<file path="src/rtl/dii_depacketizer.sv">
// DII packet terminator: collects one packet into parallel header and
// payload fields and presents it through a single-entry valid/ready stage.
module dii_depacketizer #(
  parameter  int WIDTH       = 16,
  parameter  int MAX_PAYLOAD = 8,
  localparam int LW          = $clog2(MAX_PAYLOAD + 1)
) (
  input  logic                         clk,
  input  logic                         rst_n,
  input  logic [WIDTH-1:0]             in_data,
  input  logic                         in_last,
  input  logic                         in_valid,
  output logic                         in_ready,
  output logic [WIDTH-1:0]             out_dest,
  output logic [WIDTH-1:0]             out_src,
  output logic [WIDTH-1:0]             out_flags,
  output logic [MAX_PAYLOAD*WIDTH-1:0] out_payload,
  output logic [LW-1:0]                out_len,
  output logic                         out_overflow,
  output logic                         out_valid,
  input  logic                         out_ready,
  output logic                         err_short
);

  typedef enum logic [2:0] {
    S_DEST,
    S_SRC,
    S_FLAGS,
    S_PAY,
    S_DONE
  } state_t;

  state_t           state;
  logic [WIDTH-1:0] pay_q [MAX_PAYLOAD];
  logic             beat;
  logic             full;

  assign beat = in_valid & in_ready;
  assign full = (out_len == LW'(MAX_PAYLOAD));

  // Pack the slot array onto the flat payload bus, slot k at [k*WIDTH +: WIDTH].
  for (genvar k = 0; k < MAX_PAYLOAD; k++) begin : g_pack
    assign out_payload[k*WIDTH +: WIDTH] = pay_q[k];
  end

  // Packet parser and output register stage; out_len doubles as the
  // payload write pointer and saturates once every slot is used.
  always_ff @(posedge clk or negedge rst_n) begin
    if (!rst_n) begin
      state        <= S_DEST;
      in_ready     <= 1'b1;
      out_valid    <= 1'b0;
      err_short    <= 1'b0;
      out_dest     <= '0;
      out_src      <= '0;
      out_flags    <= '0;
      out_len      <= '0;
      out_overflow <= 1'b0;
      for (int k = 0; k < MAX_PAYLOAD; k++) begin
        pay_q[k] <= '0;
      end
    end else begin
      err_short <= 1'b0;
      unique case (state)
        S_DEST: begin
          if (beat) begin
            out_dest <= in_data;
            if (in_last) begin
              err_short <= 1'b1;
            end else begin
              state <= S_SRC;
            end
          end
        end
        S_SRC: begin
          if (beat) begin
            out_src <= in_data;
            if (in_last) begin
              err_short <= 1'b1;
              state     <= S_DEST;
            end else begin
              state <= S_FLAGS;
            end
          end
        end
        S_FLAGS: begin
          if (beat) begin
            out_flags <= in_data;
            if (in_last) begin
              state     <= S_DONE;
              in_ready  <= 1'b0;
              out_valid <= 1'b1;
            end else begin
              state <= S_PAY;
            end
          end
        end
        S_PAY: begin
          if (beat) begin
            if (full) begin
              out_overflow <= 1'b1;
            end else begin
              for (int k = 0; k < MAX_PAYLOAD; k++) begin
                if (out_len == LW'(k)) begin
                  pay_q[k] <= in_data;
                end
              end
              out_len <= out_len + LW'(1);
            end
            if (in_last) begin
              state     <= S_DONE;
              in_ready  <= 1'b0;
              out_valid <= 1'b1;
            end
          end
        end
        S_DONE: begin
          if (out_ready) begin
            state        <= S_DEST;
            in_ready     <= 1'b1;
            out_valid    <= 1'b0;
            out_len      <= '0;
            out_overflow <= 1'b0;
            for (int k = 0; k < MAX_PAYLOAD; k++) begin
              pay_q[k] <= '0;
            end
          end
        end
        default: begin
          state    <= S_DEST;
          in_ready <= 1'b1;
        end
      endcase
    end
  end

endmodule
</file>
<file path="config.mk">
export PLATFORM = sky130hd
export DESIGN_NAME = dii_depacketizer
export DESIGN_NICKNAME = d
export VERILOG_FILES = /design/src/rtl/dii_depacketizer.sv
export SDC_FILE = /design/constraint.sdc
export NUM_CORES = 1
export LEC_CHECK = 0
export CORE_MARGIN = 5
export CORE_UTILIZATION = 56
export DETAILED_ROUTE_END_ITERATION = 12
export GPL_TIMING_DRIVEN = 0
export PLACE_DENSITY_LB_ADDON = 0.15
export SYNTH_ARGS = -nofsm -noshare
export SYNTH_HDL_FRONTEND = slang
export SYNTH_SLANG_ARGS = --single-unit
</file>
<file path="constraint.sdc">
create_clock -name clk -period 2.95 [get_ports clk]
set_input_delay 0.59 -clock clk [delete_from_list [all_inputs] [get_ports clk]]
set_output_delay 0.59 -clock clk [all_outputs]
set_load 0.05 [all_outputs]
</file>
==> summary.md, run 1 <==
The flow ran to the end, and the final reports show no timing, DRC or antenna violations. Setup repair after global routing left no endpoint under its margin. The share of final-layout standard cells stronger than drive strength 1 is 0.119, and the count of TritonRoute iterations in the first routing pass is 6. The run gives 0.320 as the global routing usage summed across all routing layers.

Summed over all nets, the half-perimeter wirelength after detailed placement is 21800 um. In this run, synthesis inferred 0 flip-flops with an integrated enable. Sequential element share of the synthesized area: 0.469. Walking the worst path, the cells encountered are clkdlybuf4s50_1.

In this run the core area contains 48 standard-cell rows. Synthesis instantiated 53 different standard cells from the library. The cell count after synthesis was 991. IR analysis of the VDD net gives a maximum drop of 0.428 mV.

TritonCTS built the clock tree. Dividing the detail-routed wire length by the instance count gives 22.7 um. Summing every instance area after synthesis gives 9980 um2. Sorting the synthesized cells by area gives the leading types as dfrtp_1 (47%), nand3b_1 (7.3%), nand4_1 (6.8%). For the leakage power figure, the log shows 6.26 nW.

The multi-input combinational cells in the finished layout cover a total of 4300 um2. By count the netlist is led by dfrtp_1 (186), nand3_1 (110), nand4_1 (108). Worst slew margin relative to its limit: 0.222. For the finished layout, the period the worst path requires is 2.38 ns. Horizontal die dimension: 143 um. The overall via count from detail_route is 9337, and the height of the die is 143 um. The net count of the finished layout is 1239. The count of antenna diodes in the layout came out at 0.

STA classifies the critical path startpoint as a flip-flop. Counting the buffers created by CTS gives 17. The total overflow reported by the global router was 0; the detailed router's first-iteration violation count was 1129. After clock tree synthesis, the clock-pin slew on the worst setup and hold paths is 0.07 ns.

For the final design utilization, the log shows 0.740. Setup violations remaining at the end of the flow were counted as 0. The tools report the total nets after synthesis as 1016.

At the worst endpoint, the arrival time is 1.79 ns. The run gives 20600 um2 as the floorplan die area. Routability-driven placement finished with a final weighted congestion of 0.913. The final number of hold-violating endpoints was 0.

The detail route stage leaves a number of antenna-violating nets equal to 0. Counting along the longest clock path gives a buffer depth of 2. The tree is rooted in a clkbuf_16. Number of global-route vias before repair: 8889. In this design, the stage delay of the slowest critical-path cell is 0.88 ns. The transition at the pin with the smallest max-transition slack is 1.17 ns. The layout has 1263 filler cells. The number of post-CTS setup repair buffers was 0; the largest driver fanout on the critical path was 7. The post-cts resize count came out at 0. The biggest area contributor in the post-synthesis netlist is dfrtp_1. The overall power consumption came out at 4.98 mW. Among all flip-flop cells after synthesis, the most frequent one is dfrtp_1.

The number of buffers inserted for hold repair after clock tree synthesis is 0, and the count of pins over their slew limit is 0. The buffering stage count on the worst path with inverters included is 1, and the clock sink count is 187. The logs give 0 for the number of maximum-capacitance constraint violations and 17400 um2 for the standard cell core area.

The deepest level of the CTS H-tree is 4. The area share of the largest cell type after synthesis works out to 0.467. The most common cell in the synthesized netlist was dfrtp_1.

The first global-routing pass estimated 50800 um of wire. The capturing element type of the critical path is a primary output. In this run the count of I/O pins placed on the die edge is 205. Share of flip-flops with an asynchronous set or reset after synthesis: 1.00. The cell family contributing the most delay on the critical path was buffers and inverters. The initial core utilization is 0.573. Power spread over the standard cell area amounts to 386 nW/um2. Number of antenna violations at the first check in global routing: 0. The worst setup path is of the flip-flop to primary output kind.

Static timing analysis puts the maximum clock frequency at 0.419 GHz. In the routed design, unresolved DRC markers number 0. The pin count of the biggest net entering global routing was 97.

Across all setup checks in the final design, the least slack found is 0.566 ns. After detailed routing, the number of vias per cell comes to 6.43. The area growth from synthesis to layout is 29.1%. OpenSTA, run right after detailed placement, puts the worst setup slack at 0.452 ns. The largest individual stage delay along the critical path comes from the cell clkdlybuf4s50_1.

In this run the mean area of a mapped cell was 10.1 um2. The number of buffers inserted by port buffering came out at 203. Clock skew on the completed layout was measured at 0.0113 ns. In this run, synthesis produced a sequential element count of 187. Wires add up to 32900 um. The clock reaches the later pin of the worst-skew pair after 0.45 ns. The run gives 0 as the number of warning messages in the yosys log. The path type of the worst min-delay path was input port to async pin. Registers take 4680 um2. The worst path required time was 2.36 ns; the portion of the clock cycle consumed by the worst path in the final layout was 0.808.
==> worst paths after layout <==
kind / from / to / slack [ns] / cells past startpoint
min reg2reg: out_flags[7] / out_flags[7] / 0.51 / 1
max reg2reg: out_len[0] / out_payload[108] / 0.72 / 6
max: out_len[1] / out_len[1] / 0.57 / 1
max in group asynchronous: rst_n / out_payload[30] / 1.90 / 2
min in group clk: out_flags[7] / out_flags[7] / 0.51 / 1
min: rst_n / out_payload[2] / 0.12 / 1
==> cell usage in the layout, fill, tap and decap left out, types with 3 or more instances in the layout <==
master | synthesis | routed
inv_6 | 0 | 5
buf_1 | 5 | 5
mux2_4 | 10 | 10
nand3_1 | 110 | 110
nand4_1 | 108 | 108
a21oi_1 | 5 | 5
o211ai_1 | 15 | 15
buf_2 | 38 | 38
nand3b_1 | 97 | 97
mux2_2 | 38 | 38
a211o_1 | 5 | 5
a211oi_1 | 81 | 81
buf_4 | 11 | 11
o211a_1 | 37 | 37
clkinvlp_4 | 0 | 3
nor2b_1 | 3 | 3
a221o_1 | 16 | 16
o21ai_0 | 3 | 3
dfrtp_1 | 186 | 186
clkbuf_1 | 72 | 74
nand2_1 | 6 | 6
buf_6 | 3 | 3
ha_1 | 4 | 4
clkdlybuf4s50_1 | 0 | 202
clkbuf_16 | 0 | 17
and4_1 | 5 | 5
inv_1 | 98 | 98
==> layer usage <==
layer  global-route usage  vias to the layer above  part of all wire
met5                    0                        -                 0
met4                0.126                        0             0.037
met3                0.106                       90              0.13
met2                0.475                      550              0.44
met1                0.436                     4592              0.39
li1                     -                     4105                 -
==> where the power goes <==
part / internal [mW] / leakage (nW) / switching [mW] / total, mW
registers: 2.56 / 2.19 / 0 / 2.56
clock network: 1.19 / 0.264 / 1.05 / 2.25
logic: 0.0333 / 3.81 / 0.134 / 0.167
==> sequential cells by signal, indices dropped and copies added, names as in the netlist <==
register / flops
out_payload: 128
out_dest: 16
out_flags: 16
out_src: 16
out_len: 4
state: 3
err_short: 1
in_ready: 1
out_overflow: 1
out_valid: 1
==> layout make-up <==
| type | instances | share of cell area |
|---|---|---|
| sequential | 187 | 0.363 |
| multi-input combinational | 573 | 0.334 |
| timing repair buffer | 204 | 0.160 |
| buffer | 131 | 0.0478 |
| clock buffer | 20 | 0.0347 |
| inverter | 100 | 0.0293 |
| tap | 225 | 0.0219 |
| clock inverter | 11 | 0.00855 |
==> cells by family after synthesis <==
kind of cell    after synthesis  share of synthesized area
simple gates                349                      0.227
fa+ha+maj                     4                    0.00502
compound gates              172                      0.141
flops                       187                      0.469
mux                          48                     0.0579
buf+inv                     231                     0.0996
==> per-stage QoR <==
stage | hold WS, ns | cells | TNS (ns) | instance area [um2]
after CTS | 0.175 | 1451 | 0 | 12900
after global placement | 0.487 | 1419 | -1211.26 | 12300
final | 0.118 | 1451 | 0 | 12900
after detailed placement | 0.490 | 1420 | 0 | 12300
after floorplan | 0.294 | 991 | 0 | 9980
after global routing | 0.193 | 1451 | 0 | 12900
No activity file was read; power rests on OpenSTA's default activity.
==> run 2: changes to the inputs <==
--- a/config.mk
+++ b/config.mk
@@ -6,7 +6,7 @@
 export NUM_CORES = 1
 export LEC_CHECK = 0
 export CORE_MARGIN = 5
-export CORE_UTILIZATION = 56
+export CORE_UTILIZATION = 52
 export DETAILED_ROUTE_END_ITERATION = 12
 export GPL_TIMING_DRIVEN = 0
 export PLACE_DENSITY_LB_ADDON = 0.15
==> constraint.sdc (replaced) <==
create_clock -name clk -period 2.25 [get_ports clk]
set_input_delay 0.45 -clock clk [delete_from_list [all_inputs] [get_ports clk]]
set_output_delay 0.45 -clock clk [all_outputs]
set_load 0.05 [all_outputs]
==> summary.md, run 2 (synthesis gave the netlist of run 1 again) <==
The worst register-to-register path ends at out_payload[92]. Transition at the pin with the smallest max-transition slack: 1.18 ns (+0.0139 ns). Initial core utilization: 0.532 (-0.0412). The standard cell with the maximum stage delay on the critical path is clkbuf_1.

The total area of sequential cells came out at 4680 um2 (unchanged). The number of flip-flops in the largest register is 128 (unchanged). The run gives 990 (-12%) as the detailed router's first-iteration violation count.

TritonCTS built the clock tree. The count of pins over their slew limit was 0 (unchanged); the overall power consumption was 6.64 mW (+33%). Count of boundary I/O pins: 205 (unchanged).

Power per cell area: 514 nW/um2 (+33%). The critical path is of the flip-flop to flip-flop type. The logs give 12900 um2 (+0.36%) for the final non-filler cell area and 18800 um2 (+7.8%) for the standard cell core area. The number of post-CTS setup repair buffers was 0 (unchanged); the final worst-path setup slack was 0.0687 ns (-0.497 ns). The estimated wirelength of the detail-placed design is 21900 um (+0.30%), and the critical path's largest stage delay is 0.50 ns (-0.38 ns). Walking the worst path, the cells encountered are inv_1, ha_1, buf_1, clkbuf_1, a211oi_1, nand3b_1.

The number of buffers inserted by port buffering works out to 203 (unchanged). The horizontal die dimension is 149 um (+3.5%), and the buffer depth of the longest clock path is 2 (unchanged). The portion of the clock cycle consumed by the worst path in the final layout came out at 0.969. The most common cell after layout, fill and taps aside is clkdlybuf4s50_1. The average wire per cell in the routed design was 22.8 um (+0.59%); the number of cells traversed by the worst register-to-register path was 6 (unchanged).

The clock sink count came out at 187 (unchanged). The worst slew margin relative to its limit was 0.213 (-0.00926). The logs give 1239 (unchanged) for the number of nets at the end of the flow and 33400 um (+1.3%) for the final routed wirelength across all metal layers.

The run gives 0.922 (+1.0%) as the final weighted congestion of routability-driven global placement. The total cell area at the placement stage came out at 12300 um2 (about the same). The area occupied by multi-input gates came out at 4300 um2 (unchanged).

The worst setup path is launched from a flip-flop. The count of antenna diodes in the layout was 0 (unchanged). The area growth from synthesis to layout is 29.6%. The floorplan die area is 22100 um2 (+7.1%). The tools report the final cell count without fillers as 1461 (+0.69%). In this design, the largest share of critical-path delay is due to buffers and inverters. The total CTS buffers was 17 (unchanged). Deepest level of the CTS H-tree: 4 (unchanged). The detailed-route DRC error count is 0 (unchanged), and the pin count of the biggest net entering global routing is 95 (-2.1%). The count of TritonRoute iterations in the first routing pass came out at 5 (-1).

The worst vdd rail ir drop was 0.607 mV (+42%); the height of the die was 149 um (+3.5%). Total overflow reported by the global router: 0 (unchanged). The run gives 0 (unchanged) as the number of failing setup endpoints in the final timing report.

The routed via count divided by cell count works out to 6.33 (-1.7%). The tools report the number of global-route vias before repair as 8883 (-0.067%). CTS placed an instance of clkbuf_16 at the clock tree root.

The min-delay analysis places its worst path in the category input port to async pin. Maximum frequency from static timing analysis: 0.458 GHz. In this run the critical register-to-register path is launched from out_len[1]. The worst path in the final design needs a cycle of 2.18 ns, including I/O delays and setup. Leaving out fill and tap cells, the most frequent cells in the layout are clkdlybuf4s50_1 (199), dfrtp_1 (186), nand3_1 (110). The first-pass GRT wire length came out at 51700 um (+1.8%). For the number of antenna violations at the first check in global routing, the log shows 0 (unchanged). The worst setup path is captured at a flip-flop. The run gives 9242 (-1.0%) as the overall via count from detail_route. Number of antenna-violating nets in the routed design: 0 (unchanged). The worst path required time was 2.57 ns (+0.21 ns); the number of fillers in the final layout was 1482 (+17%). The tools report the final number of hold-violating endpoints as 0 (unchanged). The final-layout setup total negative slack was 0 ns (unchanged); the clock-pin slew on the worst setup and hold paths was 0.08 ns (about the same). The run gives 0.298 (-0.0214) as the global routing usage summed across all routing layers. The largest driver fanout on the critical path was 10 (+3).

The arrival time of the worst setup path came out at 2.50 ns (+0.71 ns). The number of buffers inserted for hold repair after clock tree synthesis was 0 (unchanged). Number of cell rows: 50 (+4.2%). Buffering stage count on the worst path with inverters included: 3 (+2). Post-placement setup slack: -0.220 ns (-0.671 ns).

For the number of cells in the design after placement, the log shows 1429 (+0.63%). Setup repair after global routing left no endpoint under its margin. The setup clock skew after layout is 0.00909 ns (-0.00220 ns), and the insertion delay of the later-clocked pin in the worst-skew pair is 0.44 ns (about the same).

The tools report the worst reg-to-reg setup slack as 0.07 ns (-0.65 ns). The number of maximum-capacitance constraint violations was 0 (unchanged). The run finished with clean final reports. The share of final-layout standard cells stronger than drive strength 1 came out at 0.123 (+0.00398). The run gives 6.32 nW (+0.99%) as the leakage power figure.
-- run 2: cell count changes in the layout (fill, tap and decap cells not counted), sizes merged --
cell | previous run | this run
dlygate4sd2 | 0 | 2
bufinv | 1 | 0
clkinvlp | 3 | 0
clkinv | 3 | 4
clkbuf | 93 | 90
inv | 104 | 111
clkdlybuf4s50 | 202 | 199
dlymetal6s2s | 0 | 1
-- run 2: how the worst max path moves through the flow --
stage,from,endpoint,slack (ns),cells past startpoint
after floorplan,in_ready,out_flags[0],0.25,5
after global placement,rst_n,out_payload[44],-7.27,1
after detailed placement,out_ready,out_payload[53],-0.22,7
after CTS,in_ready,in_ready,0.03,1
after global routing,out_len[1],out_payload[82],0.001,6
final,out_len[1],out_payload[92],0.07,6
-- run 2: layout make-up --
class / count / area share
flip-flops and latches: 187 / 0.362
multi-input cells: 573 / 0.333
repair buffers: 204 / 0.160
plain buffers: 131 / 0.0478
clock buffers: 17 / 0.0329
inverters: 100 / 0.0292
well taps: 234 / 0.0227
clock inverters: 15 / 0.0127
-- run 2: report_power, final --
part / internal (mW) / switching [mW]
combinational: 0.0437 / 0.178
clock: 1.50 / 1.56
sequential: 3.36 / 0
-- run 2: layer usage --
layer,vias up,track usage,wire length [um],part of all wire
met5,-,0,0,0
met4,0,0.110,1130,0.034
met3,77,0.0859,3580,0.11
met2,516,0.439,14800,0.44
met1,4529,0.421,13800,0.42
li1,4120,-,-,-
-- run 2: through the flow --
stage | util | hold WS (ns)
2_1_floorplan | - | 0.154
3_3_place_gp | 0.655 | 0.488
3_5_place_dp | 0.657 | 0.490
4_1_cts | 0.688 | 0.0486
5_1_grt | 0.689 | 0.0817
6_report | 0.689 | 0.0243
-- run 2: what timing repair did --
| action | 4_1_cts | 5_1_grt |
|---|---|---|
| gates cloned | 0 | 0 |
| setup endpoints to repair | 2 | 12 |
| gates resized for setup | 2 | 5 |
